===== src/rtl/ccff_bitstream_loader.sv =====
// Configuration-chain loader: serializes host words LSB-first into ccff_head,
// with an optional read-back pass that compares ccff_tail against the resent stream.
module ccff_bitstream_loader #(
  parameter int WORD_WIDTH   = 32,
  parameter int CHAIN_LENGTH = 1024,
  parameter int CNT_WIDTH    = $clog2(CHAIN_LENGTH + 1)
) (
  input  logic                  prog_clk,
  input  logic                  pReset,
  input  logic                  start,
  input  logic                  verify,
  input  logic [WORD_WIDTH-1:0] word_data,
  input  logic                  word_valid,
  output logic                  word_ready,
  output logic                  ccff_head,
  output logic                  ccff_shift_en,
  input  logic                  ccff_tail,
  output logic                  busy,
  output logic                  done,
  output logic                  error,
  output logic                  IO_ISOL_N
);

  localparam int BL_WIDTH = $clog2(WORD_WIDTH + 1);
  localparam logic [CNT_WIDTH-1:0] LAST_CNT  = CNT_WIDTH'(CHAIN_LENGTH - 1);
  localparam logic [CNT_WIDTH-1:0] FULL_CNT  = CNT_WIDTH'(CHAIN_LENGTH);
  localparam logic [BL_WIDTH-1:0]  FULL_BITS = BL_WIDTH'(WORD_WIDTH);

  typedef enum logic [1:0] {
    S_IDLE,
    S_LOAD,
    S_VERIFY,
    S_DONE
  } state_t;

  state_t                r_state, w_state_nxt;
  logic [WORD_WIDTH-1:0] r_buf, w_buf_nxt;
  logic [BL_WIDTH-1:0]   r_bits_left, w_bits_left_nxt;
  logic [CNT_WIDTH-1:0]  r_cnt, w_cnt_nxt;
  logic                  r_verify, w_verify_nxt;
  logic                  r_error, w_error_nxt;
  logic                  r_shift_en, r_busy, r_done, r_iso_n;
  logic                  w_active, w_active_nxt, w_shift, w_final, w_hs;

  assign w_active = (r_state == S_LOAD) || (r_state == S_VERIFY);
  // r_shift_en is registered from next-state values, so it always equals
  // "active state with bits left" for the current cycle.
  assign w_shift  = r_shift_en;
  assign w_final  = w_shift && (r_cnt == LAST_CNT);

  assign word_ready = w_active && !w_final &&
                      ((r_bits_left == '0) || ((r_bits_left == BL_WIDTH'(1)) && w_shift));
  assign w_hs       = word_ready && word_valid;

  always_comb begin
    w_state_nxt     = r_state;
    w_buf_nxt       = r_buf;
    w_bits_left_nxt = r_bits_left;
    w_cnt_nxt       = r_cnt;
    w_verify_nxt    = r_verify;
    w_error_nxt     = r_error;
    unique case (r_state)
      S_IDLE, S_DONE: begin
        if (start) begin
          w_state_nxt     = S_LOAD;
          w_buf_nxt       = '0;
          w_bits_left_nxt = '0;
          w_cnt_nxt       = '0;
          w_verify_nxt    = verify;
          w_error_nxt     = 1'b0;
        end
      end
      S_LOAD, S_VERIFY: begin
        if (w_shift) begin
          w_buf_nxt       = r_buf >> 1;
          w_bits_left_nxt = r_bits_left - BL_WIDTH'(1);
          w_cnt_nxt       = (r_cnt != FULL_CNT) ? r_cnt + CNT_WIDTH'(1) : r_cnt;
          if ((r_state == S_VERIFY) && (ccff_tail != r_buf[0])) begin
            w_error_nxt = 1'b1;
          end
        end
        if (w_hs) begin
          w_buf_nxt       = word_data;
          w_bits_left_nxt = FULL_BITS;
        end
        // Leftover bits of the last word never reach the chain.
        if (w_final) begin
          w_buf_nxt       = '0;
          w_bits_left_nxt = '0;
          if ((r_state == S_LOAD) && r_verify) begin
            w_state_nxt = S_VERIFY;
            w_cnt_nxt   = '0;
          end else begin
            w_state_nxt = S_DONE;
          end
        end
      end
      default: w_state_nxt = S_IDLE;
    endcase
  end

  assign w_active_nxt = (w_state_nxt == S_LOAD) || (w_state_nxt == S_VERIFY);

  always_ff @(posedge prog_clk or posedge pReset) begin
    if (pReset) begin
      r_state     <= S_IDLE;
      r_buf       <= '0;
      r_bits_left <= '0;
      r_cnt       <= '0;
      r_verify    <= 1'b0;
      r_error     <= 1'b0;
      r_shift_en  <= 1'b0;
      r_busy      <= 1'b0;
      r_done      <= 1'b0;
      r_iso_n     <= 1'b0;
    end else begin
      r_state     <= w_state_nxt;
      r_buf       <= w_buf_nxt;
      r_bits_left <= w_bits_left_nxt;
      r_cnt       <= w_cnt_nxt;
      r_verify    <= w_verify_nxt;
      r_error     <= w_error_nxt;
      r_shift_en  <= w_active_nxt && (w_bits_left_nxt != '0);
      r_busy      <= w_active_nxt;
      r_done      <= (w_state_nxt == S_DONE);
      r_iso_n     <= (w_state_nxt == S_DONE) && !w_error_nxt;
    end
  end

  assign ccff_head     = r_buf[0];
  assign ccff_shift_en = r_shift_en;
  assign busy          = r_busy;
  assign done          = r_done;
  assign error         = r_error;
  assign IO_ISOL_N     = r_iso_n;

endmodule


===== config.mk =====
export PLATFORM = sky130hd
export DESIGN_NAME = ccff_bitstream_loader
export DESIGN_NICKNAME = d
export VERILOG_FILES = /design/src/rtl/ccff_bitstream_loader.sv
export SDC_FILE = /design/constraint.sdc
export NUM_CORES = 1
export LEC_CHECK = 0
export CAP_MARGIN = 20
export CORE_MARGIN = 5
export CORE_UTILIZATION = 48
export DETAILED_ROUTE_END_ITERATION = 8
export PLACE_DENSITY = 0.81
export SLEW_MARGIN = 15
export SYNTH_ARGS = -nofsm -noshare
export SYNTH_HDL_FRONTEND = slang
export SYNTH_SLANG_ARGS = --single-unit

===== constraint.sdc =====
create_clock -name prog_clk -period 2.3 [get_ports prog_clk]
set_clock_uncertainty 0.15 [all_clocks]
set_input_delay 0.345 -clock prog_clk [delete_from_list [all_inputs] [get_ports prog_clk]]
set_output_delay 0.345 -clock prog_clk [all_outputs]
set_load 0.01 [all_outputs]

---- After elaboration in Yosys (flattened, before gate mapping) ----
Index checks and enable logic that the tools add are counted.
storage, ports and cells
  bits in registers ....................... 57
  latch bits .............................. 0
  RAM bits ................................ 0
  bits in read-only memories .............. 0
  input bits .............................. 38
  output and inout bits ................... 7
  word-level logic and storage cells ...... 69
  memories ................................ 0
operators by class
  add/subtract/negate cells ............... 2
  $mul .................................... 0
  divide/modulo/power cells ............... 0
  $lt $le $gt $ge ......................... 0
  equal/unequal tests ..................... 12
  shifts and indexed selects .............. 0
  muxes and demuxes ....................... 24
  bitwise logic cells ..................... 0
  reduce and logical (&&, ||, !) cells .... 21
operators with widths
  operator                                                            number
  32-bit two-way mux                                                  4
  32-bit one-hot mux with 2 select lines                              1
  11-bit two-way mux                                                  5
  6-bit two-way mux                                                   4
  11-bit one-hot mux with 2 select lines                              1
  6-bit one-hot mux with 2 select lines                               1
  11-bit by 1-bit adder with 11-bit output, second input constant     1
  11-bit by 10-bit == test with 1-bit output, second input constant   1
  11-bit inequality test, second input constant                       1
  1-bit logical AND                                                   9
  2-bit == test, second input constant                                4
  6-bit by 1-bit == test with 1-bit output, second input constant     1
  6-bit zero test                                                     1
  6-bit nonzero test                                                  1
  6-bit by 1-bit subtractor with 6-bit output, second input constant  1
  2-bit by 1-bit == test with 1-bit output, second input constant     2
  1-bit two-way mux                                                   4
  2-bit two-way mux                                                   2
  4-bit inequality test, second input constant                        1
  2-bit one-hot mux with 2 select lines                               1
  2-bit AND reduction                                                 2
  2-bit OR reduction                                                  2
  1-bit logical OR                                                    3
  1-bit zero test                                                     2
  other kinds (4)                                                     4

---- Logic depth before layout (Yosys ltp) ----
  depth in word-level cells ............... 11
  gate-level depth with buffers ........... 10
  mapped depth without buffers ............ 10

---- Least setup slack after synthesis ----
OpenSTA, ideal clock, no wires.
  kind .................................... register -> register
  start point ............................. reg r_shift_en (netlist: ccff_shift_en)
  end point ............................... reg r_shift_en (netlist: ccff_shift_en)
  library setup time ...................... 0.141 ns
  arrival time ............................ 1.884 ns
  data required time ...................... 2.009 ns
  slack ................................... 0.125 ns
  cell stages (with the launch flop) ...... 10
  path buffers ............................ 1
  clock period less this slack ............ 2.175 ns
  path through ............................ dfrtp_1 > buf_2 > nand3_1 > or4_1 > a21oi_1 > nor2_1 > a21oi_1 > ha_1 > inv_1 > a41oi_1
between the ends
  elaborated cells between the ends (all ways) .. 18
  classes of those cells .................. 2 x eq/ne; 6 x mux; 10 x reduce/logical
RTL lines
  what                                                                              RTL line  RTL
  start, declared                                                                   42        logic r_shift_en, r_busy, r_done, r_iso_n;
  start signal, assigned                                                            123       r_shift_en <= w_active_nxt && (w_bits_left_nxt != '0);
  1-bit logical AND (*)                                                             49        assign w_final = w_shift && (r_cnt == LAST_CNT);
  2-bit two-way mux (*)                                                             87        if (w_final) begin
  2-bit one-hot mux with 2 select lines (*)                                         62        unique case (r_state)
  via w_state_nxt[0]                                                                36        state_t r_state, w_state_nxt;
  2-bit by 1-bit == test with 1-bit output / 2-bit == test (equally long branches)  102       assign w_active_nxt = (w_state_nxt == S_LOAD) || (w_state_nxt == S_VERIFY);
  1-bit logical OR (*)                                                              102
  via w_active_nxt                                                                  43        logic w_active, w_active_nxt, w_shift, w_final, w_hs;
  1-bit logical AND (*)                                                             123
The timed path passes the listed nets; every way through them passes the cells marked *.
A chain may end at the register's enable or synchronous reset.

---- Worst setup path in the final report ----
  start point ............................. reg r_cnt[10]
  end point ............................... out word_ready
between the ends
  cells in the longest elaborated chain, start to end .. 5
RTL lines
  what                                        RTL line  RTL
  start, declared                             39        logic [CNT_WIDTH-1:0] r_cnt, w_cnt_nxt;
  start signal, assigned                      120       r_cnt <= w_cnt_nxt;
  11-bit by 10-bit == test with 1-bit output  49
  1-bit logical AND                           49
  1-bit zero test                             51        assign word_ready = w_active && !w_final &&
  1-bit logical AND (2 in series)             51
  end, declared                               14        output logic word_ready,
Every way passes these cells.

==> results.md <==
* Post-synth EDFFs at 0
* Layout cells sized above 1 at between 10% and 20%
* Vias in the first global route at 2467
* Worst hold path type: in -> async
* GR Overflow Total at 0
* Outcome: complete, no violations
* CTS buffer count at 9
* Overall power at approximately 0.0042 W
* Slew Limit Fails at 0
* Synth Area in XOR/XNOR at 0.8750%
* VDD IR max at roughly 600 uV
* Area of the multi-input gates at between 1000 and 1500 um^2
* CP max FO at 3
* Initial core utilization at around half
* Post-synthesis adder-cell area fraction at under 10%
* Clock sink count at 57
* Fill cells at between 400 and 500
* Min Clock Period, post-route at between 2 and 2.5 ns
* # rows at 28
* Die Width at around 89 um
* Yosys warns at 0
* Clock buffer depth at 2
* # IOs at 45
* Final Hold Viols at 0
* Worst skew pair latency at 0.34 ns
* Pin count of the biggest net entering global routing at 34
* Pre-CTS setup slack at 0.006788 ns
* Post-synth top area cell: dfrtp_1
* Async set-reset flop share out of synthesis at 100.0%
* Distinct cell type count after synthesis at 46
* Post-synthesis sequential element count at 57
* DR vias/cell at ~5.6
* Core ar. at 5991 um^2
* Largest cells by area after synthesis: dfrtp_1, mux2i_1, nand2_1
* Syn avg cell area at roughly 9.6 um^2
* Slew headroom at roughly 66%
* Crit end category: output pin
* CTS hold repair buffers at 0
* Most frequent cells in the layout: dfrtp_1, nand2_1, clkdlybuf4s50_1, o21ai_1, mux2i_1
* Pre-antenna DRT Iters at 4
* Simple-gate share of the synthesized area at between 10% and 20%
* Lkg Pwr at 1.923 nW
* Top FF cell, synth: dfrtp_1
* Layout net count at 423
* Compound-Gate Fraction of Synth Area at between 15 and 20%
* Port Buf Inserts at 44
* Syn Inst Count at around 310
* DRC Markers at 0
* Max Cap Viol at 0
* First-pass GRT wire length at 11530 um
* Syn-to-layout area delta at 34.00%
* RSZ-0062 raised after global routing: true
* Largest family of logic cells by synthesized area: simple AND/OR/NAND/NOR gates
* Die Y at roughly 90 um
* Initial antenna violation count at 0
* Clock tree root driver cell: clkbuf_8
* Final ANT Viol Nets at 0
* Post-synth top area share at between 40% and 50%
* Arr. time, crit path at between 1.5 and 2 ns
* Finished Cell Area at around 4000 um^2
* Setup Viol. Count Final at 0
* Die outline area at a little under 8000 um^2
* Final worst slack at between 0.05 and 0.06 ns
* H-tree depth at 3
* Final GP Congestion at roughly 0.91
* Sequential Area at 1426 um^2
* Post-DP HPWL at around 4800 um
* Setup Crit Path Kind: reg -> out
* Vias at ~2600
* Fmax at about 450 MHz
* 1st-iter DRT viols at 185
* Seq/Total Area, Yosys at a little under half
* Worst setup SP type: flop
* Most common cell after layout, fill and taps aside: dfrtp_1
* Mapped Nets at roughly 360
* Core Util, Final at between 60% and 70%
* Worst-Margin Slew at a little over 0.5 ns
* Placed Area at approximately 3700 um^2
* WL/cell at between 15 and 20 um
* Pwr Density at 1050 nW/um^2
* Ant. Diodes at 0
* Critical Path RT at around 1.8 ns
* Final period util at 97.42%
* Fin Hold WS at between 0.15 and 0.2 ns
* Wirelength, routed at between 7000 and 8000 um
* Clk pin slew, worst setup/hold paths at about 0.070 ns
* Multiplexer share of the synthesized area at between 10% and 20%
* TritonCTS clock tree: done
* Tot GR Track Use at 18.67%
* Post-Synthesis Cell Area at around 3000 um^2
-- worst max-delay path: stages, from the launching register on --
cell	delay (ns)
dfrtp_1	0.38
nand3b_1	0.22
buf_4	0.18
o31ai_2	0.29
nor3_1	0.07
dlygate4sd1_1	0.27
-- per-stage QoR --
| stage | instances | setup TNS [ns] |
|---|---|---|
| final | 457 | 0 |
| after global routing | 457 | -0.1320 |
| after CTS | 454 | 0 |
| after detailed placement | 436 | 0 |
| after global placement | 436 | 0 |
| after floorplan | 312 | 0 |
-- registers in the layout, indices dropped and copies added, names as in the netlist --
| register | count |
|---|---|
| r_buf | 32 |
| r_cnt | 11 |
| r_bits_left | 6 |
| r_state | 2 |
| IO_ISOL_N | 1 |
| busy | 1 |
| ccff_shift_en | 1 |
| done | 1 |
| error | 1 |
| r_verify | 1 |
-- logic make-up after synthesis --
| logic type | Yosys count |
|---|---|
| and+or+nand+nor | 101 |
| AOI/OAI and AO/OA | 79 |
| DFF | 57 |
| buffers and inverters | 32 |
| muxes | 32 |
| adders and majority gates | 8 |
| xor gates and xnor gates | 3 |
-- cells in the mapped netlist (2+ instances only) --
| library cell | n |
|---|---|
| or2_2 | 2 |
| o31ai_1 | 5 |
| nand3b_1 | 2 |
| nor4_1 | 5 |
| nand2b_1 | 3 |
| clkbuf_1 | 9 |
| nand2_1 | 50 |
| nand3_1 | 5 |
| nor3_1 | 4 |
| o21ai_1 | 31 |
| a32o_1 | 2 |
| nor4b_1 | 2 |
| xor2_1 | 2 |
| a21o_1 | 2 |
| a22o_1 | 3 |
| a21oi_1 | 8 |
| o31a_1 | 2 |
| buf_6 | 3 |
| dfrtp_1 | 57 |
| mux2i_1 | 31 |
| nor2_1 | 11 |
| o21ai_0 | 13 |
| a31oi_1 | 4 |
| buf_2 | 4 |
| nand4_1 | 7 |
| nor2b_1 | 3 |
| inv_1 | 16 |
| ha_1 | 8 |
-- repair_timing --
item / CTS / global route
gates resized for setup: 3 / 12
pin swaps: 1 / 3
gates cloned: 0 / 1
buffers inserted: 2 / 2
setup endpoints to repair: 2 / 37
-- routing by layer --
layer	wire length [um]	vias to the layer above	share of wire (%)	track usage, %
met4	121	0	1.7	7.307
met3	413	15	5.9	4.147
li1	-	1237	-	-
met2	3409	81	49	30.01
met5	0	-	0	0
met1	3081	1235	44	24.62
-- final timing paths --
kind	startpoint	end	slack, ns	cells after the start
min in group prog_clk	r_buf[10]	r_buf[10]	0.34	2
setup reg to reg	r_cnt[0]	r_buf[3]	0.06	8
max in group asynchronous	pReset	r_buf[1]	1.21	4
hold reg to reg	r_buf[10]	r_buf[10]	0.34	2
setup / recovery	r_cnt[10]	word_ready	0.06	5
hold / removal	pReset	r_buf[22]	0.16	2
-- power breakdown --
group / internal (W) / total, W / switching, W / leakage [nW]
clock network: 0.000665 / 0.00108 / 0.000410 / 0.115
logic: 0.000758 / 0.00152 / 0.000763 / 1.10
registers: 0.00134 / 0.00163 / 0.000283 / 0.710
-- layout make-up --
class                           count  share of cell area, %
Sequential cell                    57                  35.45
Multi-Input combinational cell    223                  36.78
Clock buffer                       11                  3.762
Clock inverter                      5                  1.928
Tap cell                           75                  2.332
Timing Repair Buffer               70                  18.25
Inverter                           16                  1.493
Power figures use the tool's default switching activity.
